## src/rtl/div_unit.sv

```systemverilog
// Radix-2 restoring 32-bit divider for DIV/DIVU in execute.
// Result goes to HI/LO as {remainder, quotient}.
module div_unit (
   input  logic        clk,
   input  logic        rst,
   input  logic        signed_div_i,
   input  logic [31:0] opdata1_i,
   input  logic [31:0] opdata2_i,
   input  logic        start_i,
   input  logic        annul_i,
   output logic [63:0] result_o,
   output logic        ready_o
);

   typedef enum logic [1:0] {
      DIV_FREE,
      DIV_BY_ZERO,
      DIV_ON,
      DIV_END
   } state_t;

   state_t      r_state, w_state_nxt;
   logic [5:0]  r_cnt, w_cnt_nxt;
   logic [64:0] r_w, w_w_nxt;
   logic [31:0] r_d, w_d_nxt;
   logic        r_negq, w_negq_nxt;
   logic        r_negr, w_negr_nxt;
   logic [63:0] r_result, w_result_nxt;
   logic        r_ready, w_ready_nxt;

   logic        w_neg1, w_neg2, w_go;
   logic [31:0] w_mag1, w_mag2;
   logic [32:0] w_diff;
   logic [31:0] w_q, w_r;

   assign w_neg1 = signed_div_i & opdata1_i[31];
   assign w_neg2 = signed_div_i & opdata2_i[31];
   assign w_mag1 = w_neg1 ? -opdata1_i : opdata1_i;
   assign w_mag2 = w_neg2 ? -opdata2_i : opdata2_i;
   assign w_go   = start_i & ~annul_i;
   assign w_diff = {1'b0, r_w[63:32]} - {1'b0, r_d};
   assign w_q    = r_negq ? -r_w[31:0] : r_w[31:0];
   assign w_r    = r_negr ? -r_w[64:33] : r_w[64:33];

   always_ff @(posedge clk) begin
      if (rst) begin
         r_state  <= DIV_FREE;
         r_cnt    <= '0;
         r_w      <= '0;
         r_d      <= '0;
         r_negq   <= 1'b0;
         r_negr   <= 1'b0;
         r_result <= '0;
         r_ready  <= 1'b0;
      end else begin
         r_state  <= w_state_nxt;
         r_cnt    <= w_cnt_nxt;
         r_w      <= w_w_nxt;
         r_d      <= w_d_nxt;
         r_negq   <= w_negq_nxt;
         r_negr   <= w_negr_nxt;
         r_result <= w_result_nxt;
         r_ready  <= w_ready_nxt;
      end
   end

   always_comb begin
      w_state_nxt = r_state;
      unique case (r_state)
         DIV_FREE: begin
            if (w_go)
               w_state_nxt = (opdata2_i == '0) ? DIV_BY_ZERO : DIV_ON;
         end
         DIV_BY_ZERO: begin
            w_state_nxt = annul_i ? DIV_FREE : DIV_END;
         end
         DIV_ON: begin
            if (annul_i)
               w_state_nxt = DIV_FREE;
            else if (r_cnt == 6'd32)
               w_state_nxt = DIV_END;
         end
         DIV_END: begin
            if (!start_i)
               w_state_nxt = DIV_FREE;
         end
         default: w_state_nxt = DIV_FREE;
      endcase
   end

   always_comb begin
      w_cnt_nxt    = r_cnt;
      w_w_nxt      = r_w;
      w_d_nxt      = r_d;
      w_negq_nxt   = r_negq;
      w_negr_nxt   = r_negr;
      w_result_nxt = r_result;
      w_ready_nxt  = r_ready;
      unique case (r_state)
         DIV_FREE: begin
            w_ready_nxt  = 1'b0;
            w_result_nxt = '0;
            if (w_go && opdata2_i != '0) begin
               w_w_nxt    = {32'b0, w_mag1, 1'b0};
               w_d_nxt    = w_mag2;
               w_negq_nxt = w_neg1 ^ w_neg2;
               w_negr_nxt = w_neg1;
               w_cnt_nxt  = '0;
            end
         end
         DIV_BY_ZERO: begin
            w_result_nxt = '0;
            w_ready_nxt  = ~annul_i;
         end
         DIV_ON: begin
            if (annul_i) begin
               w_ready_nxt  = 1'b0;
               w_result_nxt = '0;
               w_cnt_nxt    = '0;
            end else if (r_cnt != 6'd32) begin
               // diff[32] set means the trial subtraction underflowed
               if (w_diff[32])
                  w_w_nxt = {r_w[63:0], 1'b0};
               else
                  w_w_nxt = {w_diff[31:0], r_w[31:0], 1'b1};
               w_cnt_nxt = r_cnt + 6'd1;
            end else begin
               w_result_nxt = {w_r, w_q};
               w_ready_nxt  = 1'b1;
            end
         end
         DIV_END: begin
            if (!start_i) begin
               w_ready_nxt  = 1'b0;
               w_result_nxt = '0;
            end
         end
         default: begin
            w_ready_nxt  = 1'b0;
            w_result_nxt = '0;
         end
      endcase
   end

   assign result_o = r_result;
   assign ready_o  = r_ready;

endmodule

```

## config.mk

```make
export PLATFORM = sky130hd
export DESIGN_NAME = div_unit
export DESIGN_NICKNAME = d
export VERILOG_FILES = /design/src/rtl/div_unit.sv
export SDC_FILE = /design/constraint.sdc
export NUM_CORES = 1
export LEC_CHECK = 0
export ABC_AREA = 0
export BUFFER_PORTS_ARGS = -buffer_cell sky130_fd_sc_hd__buf_2
export CORE_MARGIN = 2
export CORE_UTILIZATION = 40
export CTS_CLUSTER_SIZE = 40
export DETAILED_ROUTE_END_ITERATION = 12
export HOLD_SLACK_MARGIN = 0.05
export SYNTH_ARGS = -nofsm -noshare
export SYNTH_HDL_FRONTEND = slang
export SYNTH_SLANG_ARGS = --single-unit
```

## constraint.sdc

```tcl
create_clock -name clk -period 8.92 [get_ports clk]
set_input_delay 1.784 -clock clk [delete_from_list [all_inputs] [get_ports clk]]
set_output_delay 1.784 -clock clk [all_outputs]
set_load 0.03 [all_outputs]
```

==> run metrics <==
Diodes inserted=0; #FFs+latches synth=172; worst-margin pin slew=1.13 ns; CP Data Arrival Time=4.82 ns; final hold violations=0; LEAKAGE=5.37 nW; Worst Setup Start Kind=flop; Synth Cell Area=0.0115 mm²; Total Wirelength=34200 µm; Sink Count=172; Logic pwr share=0.394; first-pass GRT wire length=54700 µm; DRT antenna net count=0; Placer Congestion=0.889; Placed Cells=1929; hold depth=1; Residual DRC=0; Area Growth Syn to Fin=12.7%; number of global-route vias before repair=10200; clock buffers created by TritonCTS=17; Power Density=225 mW/mm²; Clk pwr share=0.278; Net Sw Frac=0.406; utilization after layout=0.461; drt via density=5.60; # setup viols final=0; final period utilization=0.505; Cells after Synth=1501; Max Cap Viol=0; critical-path maximum fanout=25; HPWL Detailed=25600 µm; count of cell types in the netlist=72; Initial Util=0.409; Slew Limit Fails=0; cells resized by post-CTS repair=0; crit end category=flop; buffers added on ports=133; Main synth FF type=dfxtp_1; Flop pwr share=0.327; Power Internal=0.00172 W; CTS Buffer Depth=2; fin cells=1961; fraction of synthesis flops using an asynchronous set or reset pin=0; unrepaired setup endpoints after global routing=no; Final #Nets=1683; initial antenna violation count=1; most frequent cells in the layout=nand2_1, dfxtp_1, nor2_1, buf_2, a21oi_1; first drt pass iteration count=5; Die Span X=173 µm; clock latency on the worst-skew pair=0.44 ns; H-tree depth=4; Die Y-Extent=173 µm; EDFF count, synth=0; Psw=0.00118 W; worst r2r path cells=12; warnings from Yosys=0; Crit Path Category=reg2reg; CTS clock-pin slew for the worst setup and hold paths=0.07 ns; commonest non-fill, non-tap cell in the layout=nand2_1; routed length per instance=17.4 µm; largest net degree at the start of global routing=79; status=complete, no violations; GR Overflow Total=0; via count=11000; Hold Path Class=reg2reg; WP data required=9.24 ns; CTS root buf=clkbuf_16; # rows=61; layout cells sized above 1=0.130; Tmin final=4.50 ns; Die Area=0.0300 mm²; Slew HR=0.245; syn_nets=1614; Place WS=4.05 ns; Post-CTS Setup Inserts=0; Worst Skew=0.0164 ns; CTS tree=done; cts hold-fix bufs=0; Total GRT Usage=0.224; sequential area share after synthesis=0.300; fmax=222 MHz; Peak VDD IR=128 µV; CORE AREA=0.0280 mm²; Iter 0 DRT Violations=840; worst setup slack after layout=4.42 ns; Fin Setup TNS=0 ns; Avg Inst Size Synth=7.63 µm²; Worst Hold Slack=0.487 ns; IO Pins=134
## synth_stat cells, types with 6 or more instances
master / number / share of area
o21ai_0: 89 / 0.039
a21oi_1: 101 / 0.044
a32o_1: 9 / 0.0079
a211oi_1: 45 / 0.029
nor3_1: 34 / 0.015
nor2_1: 171 / 0.056
clkbuf_1: 73 / 0.024
o41ai_1: 15 / 0.011
mux2i_1: 8 / 0.0070
a31oi_1: 11 / 0.0060
or2_2: 6 / 0.0033
o31ai_1: 23 / 0.015
nand2_1: 186 / 0.061
buf_2: 9 / 0.0039
o211ai_1: 17 / 0.011
a221o_1: 9 / 0.0079
and2_1: 8 / 0.0044
o31a_1: 7 / 0.0054
xor2_1: 62 / 0.047
and3_1: 8 / 0.0044
a22o_1: 15 / 0.011
nand4_1: 9 / 0.0049
nand2b_1: 16 / 0.0087
o21a_1: 7 / 0.0046
a22oi_1: 46 / 0.030
or4_1: 12 / 0.0079
nor2b_1: 8 / 0.0044
inv_1: 58 / 0.019
dfxtp_1: 172 / 0.30
xnor2_1: 82 / 0.063
nand3_1: 20 / 0.0087
or3_1: 26 / 0.014
a21o_1: 25 / 0.016
ha_1: 43 / 0.047
## critical path, cell delays in order (launching register included)
cell       delay (ns)
dfxtp_1          0.32
inv_1            0.08
ha_1             0.22
fa_1             0.38
nor2b_1          0.25
o2111ai_1        0.21
and4b_1          0.28
or3_1            0.45
a2111o_1         0.44
a21oi_2          0.90
buf_4            0.41
o32ai_1          0.15
a32o_1           0.29
## kinds of logic after synthesis
group	Yosys count	share of synthesized area
AOI/OAI and AO/OA	446	0.261
DFF	172	0.300
buffers and inverters	152	0.0568
xor gates and xnor gates	144	0.110
and+or+nand+nor	535	0.216
adders and majority gates	44	0.0487
muxes	8	0.00699
## per-layer routing
layer	vias up	track usage	routed length, µm
li1	5497	-	-
met1	5130	0.310	16400
met2	289	0.345	14900
met3	61	0.0322	1630
met4	2	0.0968	1220
met5	-	0	7
## registers in the layout (all words and copies together) (netlist names)
register and count:
r_w 65, result_o 64, r_d 32, r_cnt 6
r_state 2, r_negq 1, r_negr 1, ready_o 1
## power groups by stage
stage / Sequential [W] / Combinational (W) / Clock (W)
after floorplan: 0.000922 / 0.000900 / 0
after global placement: 0.000961 / 0.00113 / 0
after detailed placement: 0.000964 / 0.00113 / 0
after CTS: 0.000946 / 0.00114 / 0.000817
after global routing: 0.000960 / 0.00128 / 0.000854
final: 0.000949 / 0.00114 / 0.000808
## final timing paths
check / start / endpoint / slack, ns
worst max-delay path: r_w[32] / r_w[53] / 4.42
worst min-delay path: result_o[26] / result_o[26] / 0.49
worst max register to register: r_w[32] / r_w[53] / 4.42
worst min register to register: result_o[26] / result_o[26] / 0.49
## metrics by stage
stage / instance area, µm² / power [W]
2_1_floorplan: 11500 / 0.00182
3_3_place_gp: 12300 / 0.00209
5_1_grt: 12900 / 0.00309
6_report: 12900 / 0.00290
3_5_place_dp: 12300 / 0.00210
4_1_cts: 12900 / 0.00290
## layout make-up
cell class / instances / area (µm²)
multi-input combinational: 1177 / 7400
sequential: 172 / 3440
clock inverter: 15 / 199
timing repair buffer: 144 / 751
tap: 378 / 473
inverter: 58 / 218
clock buffer: 17 / 425
fill: 2850 / 15100
No activity file was read; power rests on OpenSTA's default activity.
